File: config.mk
export PLATFORM = sky130hd
export DESIGN_NAME = timer_regif
export DESIGN_NICKNAME = d
export VERILOG_FILES = /design/src/rtl/timer_pkg.sv /design/src/rtl/timer_regif.sv
export SDC_FILE = /design/constraint.sdc
export NUM_CORES = 1
export LEC_CHECK = 0
export CAP_MARGIN = 20
export CORE_MARGIN = 2
export CORE_UTILIZATION = 45
export CTS_CLUSTER_SIZE = 16
export DETAILED_ROUTE_END_ITERATION = 10
export GPL_ROUTABILITY_DRIVEN = 0
export PLACE_DENSITY = 0.95
export SKIP_CTS_REPAIR_TIMING = 1
export SLEW_MARGIN = 40
export SYNTH_ARGS = -nofsm -noshare
export SYNTH_HDL_FRONTEND = slang
export SYNTH_SLANG_ARGS = --single-unit
File: constraint.sdc
create_clock -name clk -period 3.9 [get_ports clk]
set_clock_uncertainty 0.2 [all_clocks]
set_input_delay 0.585 -clock clk [delete_from_list [all_inputs] [get_ports clk]]
set_output_delay 0.585 -clock clk [all_outputs]
set_load 0.01 [all_outputs]
File: src/rtl/timer_pkg.sv
// Shared register map for the timer block: offsets, CONTROL bit positions and bus widths.
// Also used by the counter wrapper and by the generated software headers.
package timer_pkg;

  localparam int DATA_W = 32;
  localparam int ADDR_W = 8;

  localparam logic [ADDR_W-1:0] OFF_LOAD_COUNT     = 8'h00;
  localparam logic [ADDR_W-1:0] OFF_CURRENT_VALUE  = 8'h04;
  localparam logic [ADDR_W-1:0] OFF_CONTROL        = 8'h08;
  localparam logic [ADDR_W-1:0] OFF_EOI            = 8'h0C;
  localparam logic [ADDR_W-1:0] OFF_INT_STATUS     = 8'h10;
  localparam logic [ADDR_W-1:0] OFF_RAW_INT_STATUS = 8'h14;

  localparam int CTRL_W          = 3;
  localparam int CTRL_ENABLE_BIT = 0;
  localparam int CTRL_MODE_BIT   = 1;
  localparam int CTRL_MASK_BIT   = 2;

  function automatic logic is_read_only(input logic [ADDR_W-1:0] addr);
    return (addr == OFF_CURRENT_VALUE) || (addr == OFF_EOI) ||
           (addr == OFF_INT_STATUS)    || (addr == OFF_RAW_INT_STATUS);
  endfunction

  // Misaligned, beyond the map, or a write aimed at a read-only register.
  function automatic logic access_error(input logic [ADDR_W-1:0] addr, input logic write);
    return (addr[1:0] != 2'b00) || (addr > OFF_RAW_INT_STATUS) ||
           (write && is_read_only(addr));
  endfunction

endpackage

File: src/rtl/timer_regif.sv
// APB3 register interface for the timer: configuration registers out to the counter,
// interrupt edge capture with EOI clear, and a registered masked interrupt line.
module timer_regif
  import timer_pkg::*;
(
  input  logic              clk,
  input  logic              rstn,
  input  logic              psel,
  input  logic              penable,
  input  logic              pwrite,
  input  logic [ADDR_W-1:0] paddr,
  input  logic [DATA_W-1:0] pwdata,
  output logic [DATA_W-1:0] prdata,
  output logic              pready,
  output logic              pslverr,
  output logic              timer_enable,
  output logic              timer_mode,
  output logic [DATA_W-1:0] timer_load_count,
  input  logic [DATA_W-1:0] timer_current_value,
  input  logic              timer_interrupt,
  output logic              irq
);

  logic [DATA_W-1:0] load_q, load_d;
  logic [CTRL_W-1:0] ctrl_q, ctrl_d;
  logic              raw_q, raw_d;
  logic              int_prev_q;
  logic              irq_q, irq_d;
  logic [DATA_W-1:0] prdata_q, prdata_d;
  logic              pslverr_q, pslverr_d;

  logic              setup_ph, access_ph, xfer_err, wr_en, eoi_clr, int_rise, int_status;
  logic [DATA_W-1:0] rd_val;

  assign setup_ph   = psel & ~penable;
  assign access_ph  = psel & penable;
  assign xfer_err   = access_error(paddr, pwrite);
  assign wr_en      = access_ph & pwrite & ~xfer_err;
  assign eoi_clr    = access_ph & ~pwrite & ~xfer_err & (paddr == OFF_EOI);
  assign int_rise   = timer_interrupt & ~int_prev_q;
  assign int_status = raw_q & ~ctrl_q[CTRL_MASK_BIT];

  always_comb begin
    rd_val = '0;
    case (paddr)
      OFF_LOAD_COUNT:     rd_val = load_q;
      OFF_CURRENT_VALUE:  rd_val = timer_current_value;
      OFF_CONTROL:        rd_val = {{(DATA_W-CTRL_W){1'b0}}, ctrl_q};
      OFF_INT_STATUS:     rd_val = {{(DATA_W-1){1'b0}}, int_status};
      OFF_RAW_INT_STATUS: rd_val = {{(DATA_W-1){1'b0}}, raw_q};
      default:            rd_val = '0;
    endcase
  end

  always_comb begin
    load_d = load_q;
    ctrl_d = ctrl_q;
    if (wr_en && (paddr == OFF_LOAD_COUNT)) load_d = pwdata;
    if (wr_en && (paddr == OFF_CONTROL))    ctrl_d = pwdata[CTRL_W-1:0];

    // A new interrupt edge wins over a simultaneous EOI so no event is lost.
    raw_d = raw_q;
    if (int_rise)     raw_d = 1'b1;
    else if (eoi_clr) raw_d = 1'b0;

    irq_d = int_status;

    // Read data and error flag are captured in setup and held through access.
    prdata_d  = prdata_q;
    pslverr_d = 1'b0;
    if (setup_ph) begin
      prdata_d  = xfer_err ? '0 : rd_val;
      pslverr_d = xfer_err;
    end else if (access_ph) begin
      pslverr_d = pslverr_q;
    end
  end

  always_ff @(posedge clk or negedge rstn) begin
    if (!rstn) begin
      load_q     <= '0;
      ctrl_q     <= '0;
      raw_q      <= 1'b0;
      int_prev_q <= 1'b0;
      irq_q      <= 1'b0;
      prdata_q   <= '0;
      pslverr_q  <= 1'b0;
    end else begin
      load_q     <= load_d;
      ctrl_q     <= ctrl_d;
      raw_q      <= raw_d;
      int_prev_q <= timer_interrupt;
      irq_q      <= irq_d;
      prdata_q   <= prdata_d;
      pslverr_q  <= pslverr_d;
    end
  end

  assign prdata           = prdata_q;
  assign pready           = 1'b1;
  assign pslverr          = pslverr_q & access_ph;
  assign timer_enable     = ctrl_q[CTRL_ENABLE_BIT];
  assign timer_mode       = ctrl_q[CTRL_MODE_BIT];
  assign timer_load_count = load_q;
  assign irq              = irq_q;

endmodule

==> run summary <==
maximum vdd ir drop: 200.2 uV
Initial Util: 45.74%
top cells by instance count after synthesis: 71 x dfrtp_1, 37 x nand2_1, 31 x mux2i_1, 30 x mux2_1, 21 x o31ai_1
number of buffers inserted by port buffering: 145
startpoint type of the worst setup path: primary input
synthesis-to-layout area growth: 53.83%
non-filler instance count after layout: 501
Placeable Area: 0.007176 mm2
final count of pins violating max slew: 0
total inserted antenna cells: 0
outcome: finished, final reports clean
antenna violations before repair: 0
placed wire-length estimate: 5957 um
register area share after synthesis: 54.14%
number of rows created at floorplan: 31
smallest setup slack after layout: 1143 ps
Die Span Y: 89.40 um
final critical-path share of the clock period: 70.69%
multi-input combinational cell area: 0.001385 mm2
met3 routing resource usage after global routing: 5.078%
number of buffers on the longest clock path: 2
number of H-tree branching levels: 3
measured slew at the worst slew-check pin: 644.5 ps
number of antenna-violating nets in the routed design: 0
Synth Area in Simple Gates: 9.379%
setup repair after global routing missed its margin: false
clock transition at the register clock pins on the worst setup and hold paths after CTS: 80 ps
top cell type by total area after synthesis: dfrtp_1
clock tree root driver cell: clkbuf_8
Worst setup EP type: flop
DIE AREA: 0.007992 mm2
critical path required time: 3910 ps
final count of hold timing violations: 0
combinational family with the most area after synthesis: multiplexers
leading register cell type out of synthesis: dfrtp_1
final cell utilization of the core: 70.36%
total clock sinks: 71
YS warnings: 0
most instantiated library cell after synthesis: dfrtp_1
compound-cell area share of the yosys netlist: 10.45%
Inst Count DP: 486
drt pass-1 iters: 5
post-DR vias/cell: 5.158
share of flip-flops with an asynchronous set or reset: 100.0%
Netlist Area Pre-Place: 0.003282 mm2
maximum capacitance violations: 0
WL/cell: 16.57 um
distinct cell type count after synthesis: 34
FF+latch count, synth: 71
via count of the first global-routing pass: 2,763
net count of the mapped netlist: 336
GR Util met2: 36.84%
number of CTS-inserted buffers: 9
routed vias: 2,584
critical path start-end classification: primary input to flop
Synth top area share: 54.14%
class of the most critical hold timing path: primary input to asynchronous set/reset pin
number of design-rule violations left by the first detailed-router iteration: 90
Place WS: 766.7 ps
global-route track usage on met1: 26.18%
Crit Path Max Fanout: 20
CTS tree: done
Post-synth EDFFs: 0
Top Usage Layer GRT: met2
synthesized area divided by synthesized cell count: 12.72 um2
number of nets in the layout: 476
maximum number of pins on one net before global-route repair: 72
post-route minimum period: 2757 ps
ratio of cells with drive above 1 in the final layout: 10.70%
total negative slack for setup checks: 0 ps
filler cell count in the final layout: 530
Chip Width: 89.40 um
overall routed net length: 8302 um
dominant cells by area after synthesis: dfrtp_1 54%, mux2_1 10%, mux2i_1 9.5%, o31ai_1 4.8%, nand2_1 4.2%
adder and majority cell fraction of the synthesized area: 0%
Top Ports: 147
cell count after synthesis: 258
wire length of the first global-routing pass: 13,170 um
Post-Synth XOR/XNOR Area: 0%
LEAKAGE: 0.002248 uW
combined global-route utilization of all metal layers: 21.61%
clock network latency to the later pin of the worst-skew pair: 340 ps
number of setup violations in the final report: 0
multiplexer share of the synthesized area: 22.15%
maximum clock rate: 0.3627 GHz
Final Total Pwr: 1754 uW
arrival time at the worst endpoint: 2770 ps
overflow left after global routing: 0
worst-case headroom to the max-slew limit: 57.03%
DRC Markers: 0
Seq. cell area: 0.001777 mm2
power density over the cells: 347.4 mW/mm2
[placed cells by master, fill, tap and decap left out, types with 2 or more instances in the layout]
cell / Yosys / routed
clkdlybuf4s50_1: 0 / 143
dfrtp_1: 71 / 71
nand2_1: 37 / 37
mux2i_1: 31 / 31
mux2_1: 30 / 30
o31ai_1: 21 / 21
o31ai_2: 10 / 10
clkbuf_8: 0 / 9
mux2_2: 7 / 7
bufinv_16: 0 / 5
buf_4: 2 / 4
nor2b_1: 3 / 3
nor2_1: 3 / 3
nand4b_1: 2 / 2
a22oi_1: 2 / 2
and4b_1: 3 / 2
nand4_1: 2 / 2
[power breakdown]
| part | switching [uW] | total (uW) | leakage [uW] | internal, uW |
|---|---|---|---|---|
| sequential | 5.01 | 748 | 0.000977 | 743 |
| clock | 280 | 831 | 0.000136 | 551 |
| combinational | 73.0 | 175 | 0.00114 | 102 |
| total | 358 | 1750 | 0.00225 | 1400 |
[final timing paths]
path | from | endpoint | slack, ps | cells after the start
min | rstn | int_prev_q$_DFF_PN0_ | 40 | 1
max | paddr[4] | timer_load_count[1]$_DFFE_PN0P_ | 1140 | 5
max reg2reg | ctrl_q[0]$_DFFE_PN0P_ | prdata[0]$_DFFE_PN0P_ | 2450 | 3
min reg2reg | ctrl_q[2]$_DFFE_PN0P_ | irq$_DFF_PN0_ | 250 | 1
min in group clk | ctrl_q[2]$_DFFE_PN0P_ | irq$_DFF_PN0_ | 250 | 1
max in group asynchronous | rstn | timer_load_count[20]$_DFFE_PN0P_ | 3020 | 1
[area by class of cell]
cell class,instances,area share [%]
Inverter,1,0.07435
Clock buffer,9,2.454
Tap cell,99,2.454
Timing Repair Buffer,149,29.27
Multi-Input combinational cell,166,27.43
Clock inverter,6,3.123
Sequential cell,71,35.19
[metal layers]
layer,part of all wire (%),wire [um]
met1,40,3349
met2,52,4349
met3,5.6,469
met4,1.6,134
met5,0,0
[per-stage QoR]
stage / hold WS (ps) / area, um2
floorplan: 89.41 / 3282
global placement: 230.8 / 4763
detailed placement: 234.6 / 4767
CTS: 63.45 / 5049
global route: 79.57 / 5049
finish: 38.73 / 5049
[state kept, by name (all words and copies together), names as in the netlist]
register	cells
ctrl_q	3
pslverr_q	1
timer_load_count	32
prdata	32
int_prev_q	1
raw_q	1
irq	1
[worst max-delay path, stage by stage]
cell	delay, ps
clkdlybuf4s50_1	560
nor4_4	340
and4b_2	630
buf_4	310
mux2_1	340
[kinds of logic (layout without fill, tap and decap cells)]
family          after synthesis  count (layout)
flops                        71              71
mux                          68              68
simple gates                 58              58
compound gates               39              39
buf+inv                      21             165
other cells                   1               1
(Power assumes the default switching activity.)
